--- src/rtl/fetch_unit.sv ---
// Instruction fetch unit: issues one-cycle reads, latches the returned word,
// holds it for decode and computes the next PC on instruction retirement.
module fetch_unit #(
  parameter logic [15:0] RESET_PC   = 16'h0000,
  parameter int unsigned RD_TIMEOUT = 15
) (
  input  logic        clk,
  input  logic        reset_n,
  output logic [15:0] mem_addr,
  output logic        mem_rd,
  input  logic [15:0] mem_rddata,
  input  logic        mem_rdvalid,
  input  logic        mem_sel,
  input  logic [1:0]  PCSrc,
  input  logic        br_taken,
  input  logic [15:0] rind_addr,
  input  logic        instr_done,
  output logic [15:0] instr,
  output logic [4:0]  opcode,
  output logic        instr_valid,
  output logic [15:0] pc,
  output logic [15:0] pc_plus2,
  output logic [15:0] retired
);

  typedef enum logic [1:0] {
    FETCH,
    WAIT,
    DECODE
  } state_t;

  localparam logic [3:0] TIMEOUT_LAST = 4'(RD_TIMEOUT - 1);

  state_t      state;
  state_t      state_nxt;
  logic [3:0]  wait_cnt;
  logic [15:0] pc_r;
  logic [15:0] pc_nxt;
  logic [15:0] br_off;
  logic        issue;
  logic        accept;
  logic        timeout;
  logic        retire;

  // State register
  always_ff @(posedge clk) begin
    if (!reset_n) begin
      state <= FETCH;
    end else begin
      state <= state_nxt;
    end
  end

  // Next-state logic
  always_comb begin
    state_nxt = state;
    case (state)
      FETCH:   if (!mem_sel) state_nxt = WAIT;
      WAIT: begin
        if (mem_rdvalid)  state_nxt = DECODE;
        else if (timeout) state_nxt = FETCH;
      end
      DECODE:  if (instr_done) state_nxt = FETCH;
      default: state_nxt = FETCH;
    endcase
  end

  // State-decoded strobes and next-PC selection
  always_comb begin
    issue   = (state == FETCH) && !mem_sel;
    accept  = (state == WAIT) && mem_rdvalid;
    timeout = (state == WAIT) && !mem_rdvalid && (wait_cnt == TIMEOUT_LAST);
    retire  = (state == DECODE) && instr_done;
    br_off  = {{4{instr[15]}}, instr[15:5], 1'b0};
    pc_nxt  = pc_plus2;
    case (PCSrc)
      2'b00:   if (br_taken) pc_nxt = pc_plus2 + br_off;
      2'b01:   pc_nxt = {rind_addr[15:1], 1'b0};
      default: pc_nxt = pc_plus2;
    endcase
  end

  // The read strobe is registered, so it is seen during the first WAIT cycle
  always_ff @(posedge clk) begin
    if (!reset_n) begin
      pc_r        <= RESET_PC;
      instr       <= '0;
      instr_valid <= 1'b0;
      mem_rd      <= 1'b0;
      mem_addr    <= RESET_PC;
      retired     <= '0;
      wait_cnt    <= '0;
    end else begin
      mem_rd <= issue;
      if (issue) begin
        mem_addr <= pc_r;
        wait_cnt <= '0;
      end else if ((state == WAIT) && !mem_rdvalid) begin
        wait_cnt <= wait_cnt + 4'd1;
      end
      if (accept) begin
        instr       <= mem_rddata;
        instr_valid <= 1'b1;
      end
      if (retire) begin
        pc_r        <= pc_nxt;
        retired     <= retired + 16'd1;
        instr_valid <= 1'b0;
      end
    end
  end

  assign pc       = pc_r;
  assign pc_plus2 = pc_r + 16'd2;
  assign opcode   = instr[4:0];

endmodule

--- config.mk ---
export PLATFORM = sky130hd
export DESIGN_NAME = fetch_unit
export DESIGN_NICKNAME = d
export VERILOG_FILES = /design/src/rtl/fetch_unit.sv
export SDC_FILE = /design/constraint.sdc
export NUM_CORES = 1
export LEC_CHECK = 0
export CAP_MARGIN = 20
export CORE_MARGIN = 2
export CORE_UTILIZATION = 40
export CTS_BUF_LIST = sky130_fd_sc_hd__clkbuf_4
export CTS_CLUSTER_DIAMETER = 120
export DETAILED_ROUTE_END_ITERATION = 10
export PLACE_DENSITY = 0.76
export RECOVER_POWER = 100
export SYNTH_ARGS = -nofsm -noshare
export SYNTH_HDL_FRONTEND = slang
export SYNTH_SLANG_ARGS = --single-unit
--- constraint.sdc ---
create_clock -name clk -period 2.8 [get_ports clk]
set_input_delay 0.42 -clock clk [delete_from_list [all_inputs] [get_ports clk]]
set_output_delay 0.42 -clock clk [all_outputs]
set_load 0.01 [all_outputs]
Word level (Yosys, flattened, before mapping)
Cells that the tools add are included.
- add/sub/neg operators: 4
- equal/unequal tests: 7
- mux-type cells: 7
- bitwise gates (word level): 1
- reductions and logical operators: 12
- operators with widths (cell ; count):
    16-bit one-hot mux with 2 select lines ; 1
    16-bit by 1-bit adder with 16-bit output (second input constant) ; 1
    16-bit adder ; 1
    16-bit by 2-bit adder with 16-bit output (second input constant) ; 1
    16-bit 2-to-1 mux ; 1
    2-bit 2-to-1 mux ; 4
    2-bit one-hot mux with 3 select lines ; 1
    1-bit logical AND ; 5
    4-bit by 1-bit adder with 4-bit output (second input constant) ; 1
    2-bit by 1-bit == test with 1-bit output (second input constant) ; 2
    4-bit == test (second input constant) ; 1
    2-bit zero test ; 2
    2-bit != test (second input constant) ; 2
    2-bit OR reduction ; 2
    3-bit != test (second input constant) ; 1
    3-bit AND reduction ; 1
    2-bit == test (second input constant) ; 1
    1-bit zero test ; 2
    1-bit NOT ; 1
- bits in registers: 72
- bits of input ports: 40

Depth between registers and ports, before layout
Gate-level depths: netlist (run 1).
- depth in word-level cells: 6
- depth in mapped cells: 12
- mapped depth without buffers: 12

Worst setup path before layout (run 1)
No wires, ideal clock.
- path kind: register -> register
- start point: register pc_r[1], in the netlist pc[1]
- end point: register pc_r[14], in the netlist pc[14]
- setup time: 0.129 ns
- arrival time: 2.718 ns
- data required time: 2.671 ns
- slack: -0.046 ns
- stages on the path, launching flop included: 12
- buffers on the path: 0
- period minus slack after synthesis: 2.846 ns
- cell sequence: dfxtp_1 ha_1 and2_1 nand3_1 xnor2_1 ha_1 a21o_1 a211o_1 a22o_1 a21oi_1 mux2i_1 a211oi_1
- word-level cells in the longest chain between the ends: 4
- ends and longest elaborated chain (what ; line ; text):
    from (decl) ; 37 ; logic [15:0] pc_r;
    from (signal assigned) ; 106 ; pc_r <= pc_nxt;
    16-bit by 2-bit adder with 16-bit output ; 114 ; assign pc_plus2 = pc_r + 16'd2;
    named net pc_plus2[11] ; 22 ; output logic [15:0] pc_plus2,
    16-bit adder ; 77 ; 2'b00: if (br_taken) pc_nxt = pc_plus2 + br_off;
    16-bit 2-to-1 mux ; 77 ;
    16-bit one-hot mux with 2 select lines ; 76 ; case (PCSrc)
The timed path passes the listed nets, and every way through them passes these cells.
A chain may end at the register's enable or synchronous reset.

Worst setup path after layout (run 1)
- start point: register pc_r[1], in the netlist pc[1]
- end point: register pc_r[15], in the netlist pc[15]
- word-level cells in the longest chain between the ends: 4
- ends and longest elaborated chain (what ; line):
    16-bit by 2-bit adder with 16-bit output * ; 114
    16-bit adder ; 77
    16-bit 2-to-1 mux ; 77
    16-bit one-hot mux with 2 select lines * ; 76
Every way passes the cells marked *; elsewhere a longest branch is shown, timed or not.

==> results of run 1 <==
## cell type report
cell class | count | area [µm²]
clock buffers | 9 | 67.6
clock inverters | 7 | 96.3
fillers | 875 | 3730
inverters | 6 | 22.5
multi-input cells | 391 | 2500
flip-flops and latches | 70 | 1410
well taps | 133 | 166
repair buffers | 174 | 1600
## state kept, by name (all words and copies together), names as in the netlist
signal       flops
retired         16
mem_addr        15
instr_valid      1
wait_cnt         4
mem_rd           1
instr           16
state            2
pc              15
## per-layer routing
metal,track usage,up-vias
li1,-,2044
met1,0.277,1972
met2,0.410,176
met3,0.0597,18
met4,0.0533,0
met5,0,-
## path summary, 6_finish.rpt
check	to	slack, ns	startpoint	cells after the start
hold / removal	mem_addr[6]$_SDFFE_PN0P_	0.46	mem_addr[6]$_SDFFE_PN0P_	2
hold reg to reg	mem_addr[6]$_SDFFE_PN0P_	0.46	mem_addr[6]$_SDFFE_PN0P_	2
setup / recovery	pc[15]$_SDFFE_PN0P_	0.04	pc[1]$_SDFFE_PN0P_	11
setup reg to reg	pc[15]$_SDFFE_PN0P_	0.04	pc[1]$_SDFFE_PN0P_	11
## through the flow
| step | utilization | power [W] | std cells |
|---|---|---|---|
| after floorplan | - | 0.00119 | 495 |
| after global placement | 0.579 | 0.00135 | 772 |
| after detailed placement | 0.579 | 0.00136 | 772 |
| after CTS | 0.596 | 0.00212 | 788 |
| after global routing | 0.611 | 0.00218 | 790 |
| final | 0.611 | 0.00210 | 790 |
## cell families after synthesis
| family | Yosys count | share of synthesized area |
|---|---|---|
| AO/OA/AOI/OAI | 126 | 0.204 |
| XOR/XNOR | 34 | 0.0764 |
| adder cells (fa/ha/maj) | 19 | 0.0629 |
| buffers and inverters | 34 | 0.0427 |
| flip-flops | 70 | 0.360 |
| multiplexers | 1 | 0.00257 |
| other | 1 | 0.000962 |
| AND/OR/NAND/NOR | 208 | 0.251 |
## cell usage in the layout, fill, tap and decap left out, types with 18 or more instances in the layout
master / n
a21oi_1: 56
nor2_1: 39
clkdlybuf4s50_1: 63
buf_4: 49
o21ai_0: 18
dlygate4sd3_1: 58
nand2_1: 91
dfxtp_1: 68
## power breakdown
part	switching [W]	internal [W]	leakage [nW]
logic	0.000155	0.000151	1.80
registers	0.0000175	0.00101	0.567
clock network	0.000401	0.000365	0.0806
total	0.000574	0.00153	2.45
## critical path: stages (launching register included)
cell	delay, ns
dfxtp_4	0.40
and2_2	0.21
nand2_1	0.10
xnor2_1	0.30
ha_1	0.28
and3_1	0.20
a221oi_2	0.07
buf_4	0.16
or4b_2	0.64
nand4_1	0.15
nand3b_1	0.09
o211ai_1	0.09
## repair_timing
item	in CTS	in global routing
pin swaps	0	3
gates resized for setup	5	29
endpoints found under the hold margin	0	0
endpoints found under the setup margin	9	13
buffers inserted	0	2
==> reports/metrics.yaml, run 1 <==
placement:
  placed_area_um2: 5550
  io_buffers: 122
  gp_congestion: 0.851
  dp_hpwl_um: 9100
  dpl_worst_slack_ns: -0.0291
clock_tree:
  numClockSinks: 70
  cts-root-buf: "clkbuf_4"
  numCtsBuffers: 9
  insertion_delay_ns: 0.43
  cts-hold-fix-buffers: 0
  cts_tree: "done"
  cts.path.max_buffers: 2
  htreeDepth: 3
  clk_pin_slew_worst_paths_ns: 0.13
layout:
  drive_above_1_share: 0.160
  nets: 711
  diodes: 0
  area_growth_pct: 50.3
  finalInstanceArea_um2: 5860
drt:
  antenna_left: 0
  drt_first_pass_iters: 5
  viasPerCell: 5.33
  drt_iter0_drc: 222
  wl_um: 12300
  met2_length_um: 6070
  num_vias: 4210
  wl_per_cell_um: 15.6
  met1_length_um: 5210
  highest_layer: "met4"
  wl_met3_um: 847
  drc: 0
timing:
  relSlewSlack: 0.304
  setup_viol: 0
  finalHoldViolations: 0
  fmax_mhz: 363
  min_period_ns: 2.76
  tns_ns: 0
  slew_violations: 0
  finalCritPeriodShare: 0.985
  fin_ws_ns: 0.0422
  final.setup_skew_ns: 0.0168
  holdWs_ns: 0.460
  tightest_slew_ns: 1.04
grt:
  grt_max_degree: 32
  grt_use_total: 0.230
  grt_first_pass_wirelength_um: 18800
  grt_pass1_vias: 3953
  grt_overflow: 0
  grt_antenna_before_repair: 0
worst_setup_path:
  critPathKind: "reg2reg"
  start_kind: "flip-flop"
  end_kind: "flip-flop"
  cp.required_ns: 3.16
  cp_max_fo: 5
  crit_arrival_ns: 3.12
power:
  ir_drop_mv: 0.282
  p_per_area_nw_per_um2: 359
  p_leak_nw: 2.45
yosys:
  dominantRegCellSynth: "dfxtp_1"
  synth_common_cells: "nand2_1, dfxtp_1, a21oi_1"
  syn_area_um2: 3900
  ys_types: 56
  ys_warn_count: 0
  ys_ff_latch: 70
  avgSynthCellArea_um2: 7.91
  yosysMostFrequentCell: "nand2_1"
  synth.top_cell.area_share: 0.360
  synth_edf_count: 0
  synthArstFlopShare: 0
  synth_top_cells_by_area: "dfxtp_1, nand2_1, a21oi_1"
  syn_inst: 493
  synth-seq-area-share: 0.360
  yosysTopAreaCell: "dfxtp_1"
run_status:
  status: "finished clean"
die:
  die_h_um: 103
  core-area_um2: 9590
  die_area_um2: 10500
  chipWidth_um: 103
  io_pins: 127
  initial_core_util: 0.406
  fp-row-count: 36
job:
  cap_viol_max_count: 0
hold_path:
  hold_path.class: "reg2reg"
Power figures use the tool's default switching activity.
==> run 2, diff against run 1 <==
--- a/config.mk
+++ b/config.mk
@@ -13,3 +13,3 @@
 export DETAILED_ROUTE_END_ITERATION = 10
-export PLACE_DENSITY = 0.76
+export PLACE_DENSITY = 0.74
 export RECOVER_POWER = 100
--- a/constraint.sdc
+++ b/constraint.sdc
@@ -3,2 +3,2 @@
 set_output_delay 0.42 -clock clk [all_outputs]
-set_load 0.01 [all_outputs]
+set_load 0.005 [all_outputs]
==> reports/metrics.yaml, run 2 (same netlist as run 1, synthesis figures left out) <==
clock_tree:
  numClockSinks: 70
  htreeDepth: 3
  clk_pin_slew_worst_paths_ns: 0.13
  cts.path.max_buffers: 2
  numCtsBuffers: 9
  cts_tree: "done"
  insertion_delay_ns: 0.40
  cts-root-buf: "clkbuf_4"
hold_path:
  min_from: "mem_addr[11]$_SDFFE_PN0P_"
  hold_path.class: "reg2reg"
  min_delay_path_depth: 2
worst_setup_path:
  r2r-start: "pc[1]$_SDFFE_PN0P_"
  critPathKind: "reg2reg"
  crit_arrival_ns: 3.02
  path_depth: 12
  crit_buf_inv: 1
  crit_chain: "ha_2 > and2_4 > nand4_1 > xnor2_1 > ha_1 > and3_1 > nand2_1 > a21oi_1 > buf_4 > a21oi_1 > mux2i_1 > a211oi_1"
  max_stage_delay_ns: 0.37
  cp_common_cell: "a21oi_1"
  end_kind: "flip-flop"
  start_kind: "flip-flop"
  critPathTopFamily: "compound AO/OA/AOI/OAI gates"
  ff2ff_path_depth: 12
  crit_start: "pc[1]$_SDFFE_PN0P_"
  cp_slowest_cell: "dfxtp_2"
  cp_max_fo: 5
  cp.required_ns: 3.12
timing:
  tightest_slew_ns: 1.19
  relSlewSlack: 0.206
  holdWs_ns: 0.462
  finalCritPeriodShare: 0.965
  tns_ns: 0
  final.setup_skew_ns: 0.0206
  fmax_mhz: 370
  min_period_ns: 2.70
  finalHoldViolations: 0
  slew_violations: 0
  setup_viol: 0
placement:
  dp_hpwl_um: 9170
  io_buffers: 122
  gp_congestion: 0.852
  placed_area_um2: 5550
drt:
  drc: 0
  drt_first_pass_iters: 4
  antenna_left: 0
  wl_per_cell_um: 15.0
  wl_um: 11800
  viasPerCell: 5.25
  drt_iter0_drc: 168
  num_vias: 4160
grt:
  grt_max_degree: 28
  grt_antenna_before_repair: 0
  grt_first_pass_wirelength_um: 18800
  grt_use_total: 0.225
  grt_overflow: 0
  grt_pass1_vias: 4013
die:
  io_pins: 127
  chipWidth_um: 103
  die_area_um2: 10500
  core-area_um2: 9590
  fp-row-count: 36
  die_h_um: 103
  initial_core_util: 0.406
power:
  pwr-share-clk: 0.338
  pwr-share-seq: 0.518
  p_sw_w: 0.000543
  pwr-share-comb: 0.144
  switching_share: 0.272
  p_leak_nw: 2.44
  total_power_w: 0.00199
  ir_drop_mv: 0.237
  p_per_area_nw_per_um2: 347
  internal_power_w: 0.00145
layout:
  nets: 713
  reg.largest.list: "instr x16, retired x16"
  area_growth_pct: 47.4
  diodes: 0
  final_common_cell: "nand2_1"
  finalInstanceArea_um2: 5740
  layout_common_cells: "nand2_1, dlygate4sd3_1, dfxtp_1"
  drive_above_1_share: 0.143
run_status:
  status: "finished clean"
job:
  cap_viol_max_count: 0
## run 2: cell types whose count changed in the layout (fill, tap and decap cells not counted), moves of 3 or more
cell,before,now
buf_4,49,45
dlygate4sd3_1,58,68
clkbuf_4,9,12
clkbuf_1,2,6
clkdlybuf4s50_1,63,54
xnor2_2,5,2
xnor2_1,13,16
## run 2: metrics by stage
stage,setup slack (ns),utilization,instances
global placement,0.0233,0.579,775
CTS,0.0200,0.595,791
detailed placement,-0.0703,0.579,775
finish,0.0992,0.599,792
global route,-0.00574,0.599,792
floorplan,0.0912,-,495
## run 2: timing repair
| item | in CTS | in global routing |
|---|---|---|
| buffers inserted | 0 | 1 |
| pin swaps | 0 | 4 |
| endpoints found under the setup margin | 2 | 12 |
| hold buffers | 0 | 0 |
| gates resized for setup | 2 | 17 |
| endpoints found under the hold margin | 0 | 0 |
## run 2: worst register-to-register path, delay by kind of cell (launching register included)
family / cells / cell delay, ns
xor gates and xnor gates: 1 / 0.20
buffers and inverters: 1 / 0.19
DFF: 1 / 0.37
and+or+nand+nor: 4 / 0.59
AOI/OAI and AO/OA: 3 / 0.63
muxes: 1 / 0.13
adders and majority gates: 2 / 0.53
## run 2: area by class of cell
class	count	area (µm²)
inverters	6	22.5
flip-flops and latches	70	1400
multi-input cells	391	2400
fillers	909	3850
clock buffers	10	75.1
clock inverters	6	70.1
well taps	133	166
repair buffers	176	1600
## run 2: power groups by stage
stage / combinational (W) / clock, W / sequential [W]
detailed placement: 0.000294 / 0 / 0.00106
global route: 0.000314 / 0.000732 / 0.00104
CTS: 0.000296 / 0.000689 / 0.00103
floorplan: 0.000128 / 0 / 0.00106
finish: 0.000287 / 0.000673 / 0.00103
global placement: 0.000289 / 0 / 0.00105
## run 2: final timing paths
kind	endpoint	slack [ns]
max	pc[14]$_SDFFE_PN0P_	0.1
min	mem_addr[11]$_SDFFE_PN0P_	0.46
max reg2reg	pc[14]$_SDFFE_PN0P_	0.1
min reg2reg	mem_addr[11]$_SDFFE_PN0P_	0.46
## run 2: per-layer routing
| layer | GRT usage | part of all wire | vias to the layer above |
|---|---|---|---|
| met5 | 0 | 0 | - |
| met4 | 0.0687 | 0.022 | 0 |
| met3 | 0.0427 | 0.063 | 19 |
| met2 | 0.383 | 0.48 | 144 |
| met1 | 0.290 | 0.44 | 1939 |
| li1 | - | - | 2058 |
==> run 3, diff against run 2 <==
Settings changed: REMOVE_ABC_BUFFERS set to 1, TNS_END_PERCENT set to 100.
==> reports/metrics.yaml, run 3 (same netlist as run 1, synthesis figures left out) <==
grt:
  grt_first_pass_wirelength_um: 18900
  grt_pass1_vias: 3831
  grt_max_degree: 38
  grt_use_total: 0.231
  grt_overflow: 0
  grt_antenna_before_repair: 0
worst_setup_path:
  cp_slowest_cell: "or4b_2"
  critPathKind: "reg2reg"
  crit_chain: "ha_1 > and2_4 > nand4_1 > xnor2_1 > ha_1 > and3_4 > nand2_2 > or4b_2 > nand4_1 > nand3b_1 > o211ai_1"
  max_stage_delay_ns: 0.62
  critPathTopFamily: "simple AND/OR/NAND/NOR gates"
  crit_buf_inv: 0
  start_kind: "flip-flop"
  r2r_slack_ns: 0.11
  cp.required_ns: 3.16
  crit_arrival_ns: 3.05
  cp_max_fo: 5
  end_kind: "flip-flop"
drt:
  num_vias: 4090
  antenna_left: 0
  drt_first_pass_iters: 4
  wl_per_cell_um: 15.3
  drt_iter0_drc: 192
  drc: 0
  wl_um: 12100
  viasPerCell: 5.19
clock_tree:
  numClockSinks: 70
  clk_pin_slew_worst_paths_ns: 0.11
  cts.path.max_buffers: 2
  insertion_delay_ns: 0.43
  cts-root-buf: "clkbuf_4"
  numCtsBuffers: 9
  htreeDepth: 3
  cts-hold-fix-buffers: 0
  cts_tree: "done"
timing:
  min_period_ns: 2.69
  holdWs_ns: 0.457
  finalCritPeriodShare: 0.961
  relSlewSlack: -0.124
  finalHoldViolations: 0
  rsz0062_at_grt: "true"
  final.setup_skew_ns: 0.00980
  setup_viol: 0
  tightest_slew_ns: 1.69
  slew_violations: 38
  fmax_mhz: 372
layout:
  drive_above_1_share: 0.150
  nets: 711
  reg.largest.list: "instr x16, retired x16"
  finalInstanceArea_um2: 5780
  diodes: 0
  final_cells: 788
  area_growth_pct: 48.2
  layout_common_cells: "nand2_1, clkdlybuf4s50_1, dfxtp_1"
  final_common_cell: "nand2_1"
die:
  die_h_um: 103
  core-area_um2: 9590
  initial_core_util: 0.406
  io_pins: 127
  chipWidth_um: 103
  fp-row-count: 36
  die_area_um2: 10500
placement:
  gp_congestion: 0.888
  dp_hpwl_um: 9170
  io_buffers: 122
  placed_area_um2: 5520
  dp.cells: 771
power:
  total_power_w: 0.00203
  p_per_area_nw_per_um2: 352
  p_leak_nw: 2.47
  ir_drop_mv: 0.209
run_status:
  status: "finished, violations left"
  violations: "capacitance limit, slew limit"
hold_path:
  hold_path.class: "reg2reg"
job:
  cap_viol_max_count: 1
==> run 3: cell types whose count changed in the layout (fill, tap and decap cells not counted), sizes merged, moves of 2 or more <==
cell	before	now
buf	45	48
clkbuf	19	13
clkdlybuf4s50	54	68
clkinv	0	2
clkinvlp	3	1
dlygate4sd3	68	53
inv	8	6
==> run 3: layout make-up <==
| type | count | area, µm² |
|---|---|---|
| multi-input combinational | 391 | 2440 |
| fill | 901 | 3820 |
| timing repair buffer | 174 | 1600 |
| inverter | 6 | 22.5 |
| sequential | 70 | 1400 |
| tap | 133 | 166 |
| clock buffer | 9 | 67.6 |
| clock inverter | 5 | 76.3 |
==> run 3: power by group <==
group	total [W]	internal, W	switching, W
Sequential	0.00103	0.00101	0.0000181
Clock	0.000709	0.000348	0.000362
Combinational	0.000293	0.000150	0.000142
==> run 3: worst paths after layout <==
path	start	to	depth (start not counted)
hold / removal	mem_addr[10]$_SDFFE_PN0P_	mem_addr[10]$_SDFFE_PN0P_	2
hold reg to reg	mem_addr[10]$_SDFFE_PN0P_	mem_addr[10]$_SDFFE_PN0P_	2
setup reg to reg	pc[1]$_SDFFE_PN0P_	pc[15]$_SDFFE_PN0P_	11
setup / recovery	pc[1]$_SDFFE_PN0P_	pc[15]$_SDFFE_PN0P_	11
==> run 3: worst register-to-register path: cells and delay by family (launching register included) <==
kind	cells	cell delay, ns
simple gates	7	1.43
fa+ha+maj	2	0.56
flops	1	0.36
xor+xnor	1	0.18
compound gates	1	0.08
==> run 3: stage by stage <==
stage	setup TNS [ns]	utilization	setup WS, ns
after floorplan	0	-	0.0835
after global placement	0	0.576	0.0289
after detailed placement	-0.00202	0.576	-0.00202
after CTS	0	0.592	0.00744
after global routing	-0.0435	0.602	-0.0362
final	0	0.602	0.109
==> run 3: timing repair <==
item / in CTS / in global routing
endpoints found under the hold margin: 0 / 0
gates resized for setup: 3 / 25
buffers inserted: 0 / 3
gates cloned: 0 / 0
setup endpoints to repair: 3 / 14
pin swaps: 0 / 6
==> run 3: routing by layer <==
layer  track usage  up-vias  wire, µm
met2         0.376      120      5710
met5             0        -         0
met1         0.308     1905      5660
li1              -     2056         -
met3        0.0447        9       599
met4        0.0749        0        92
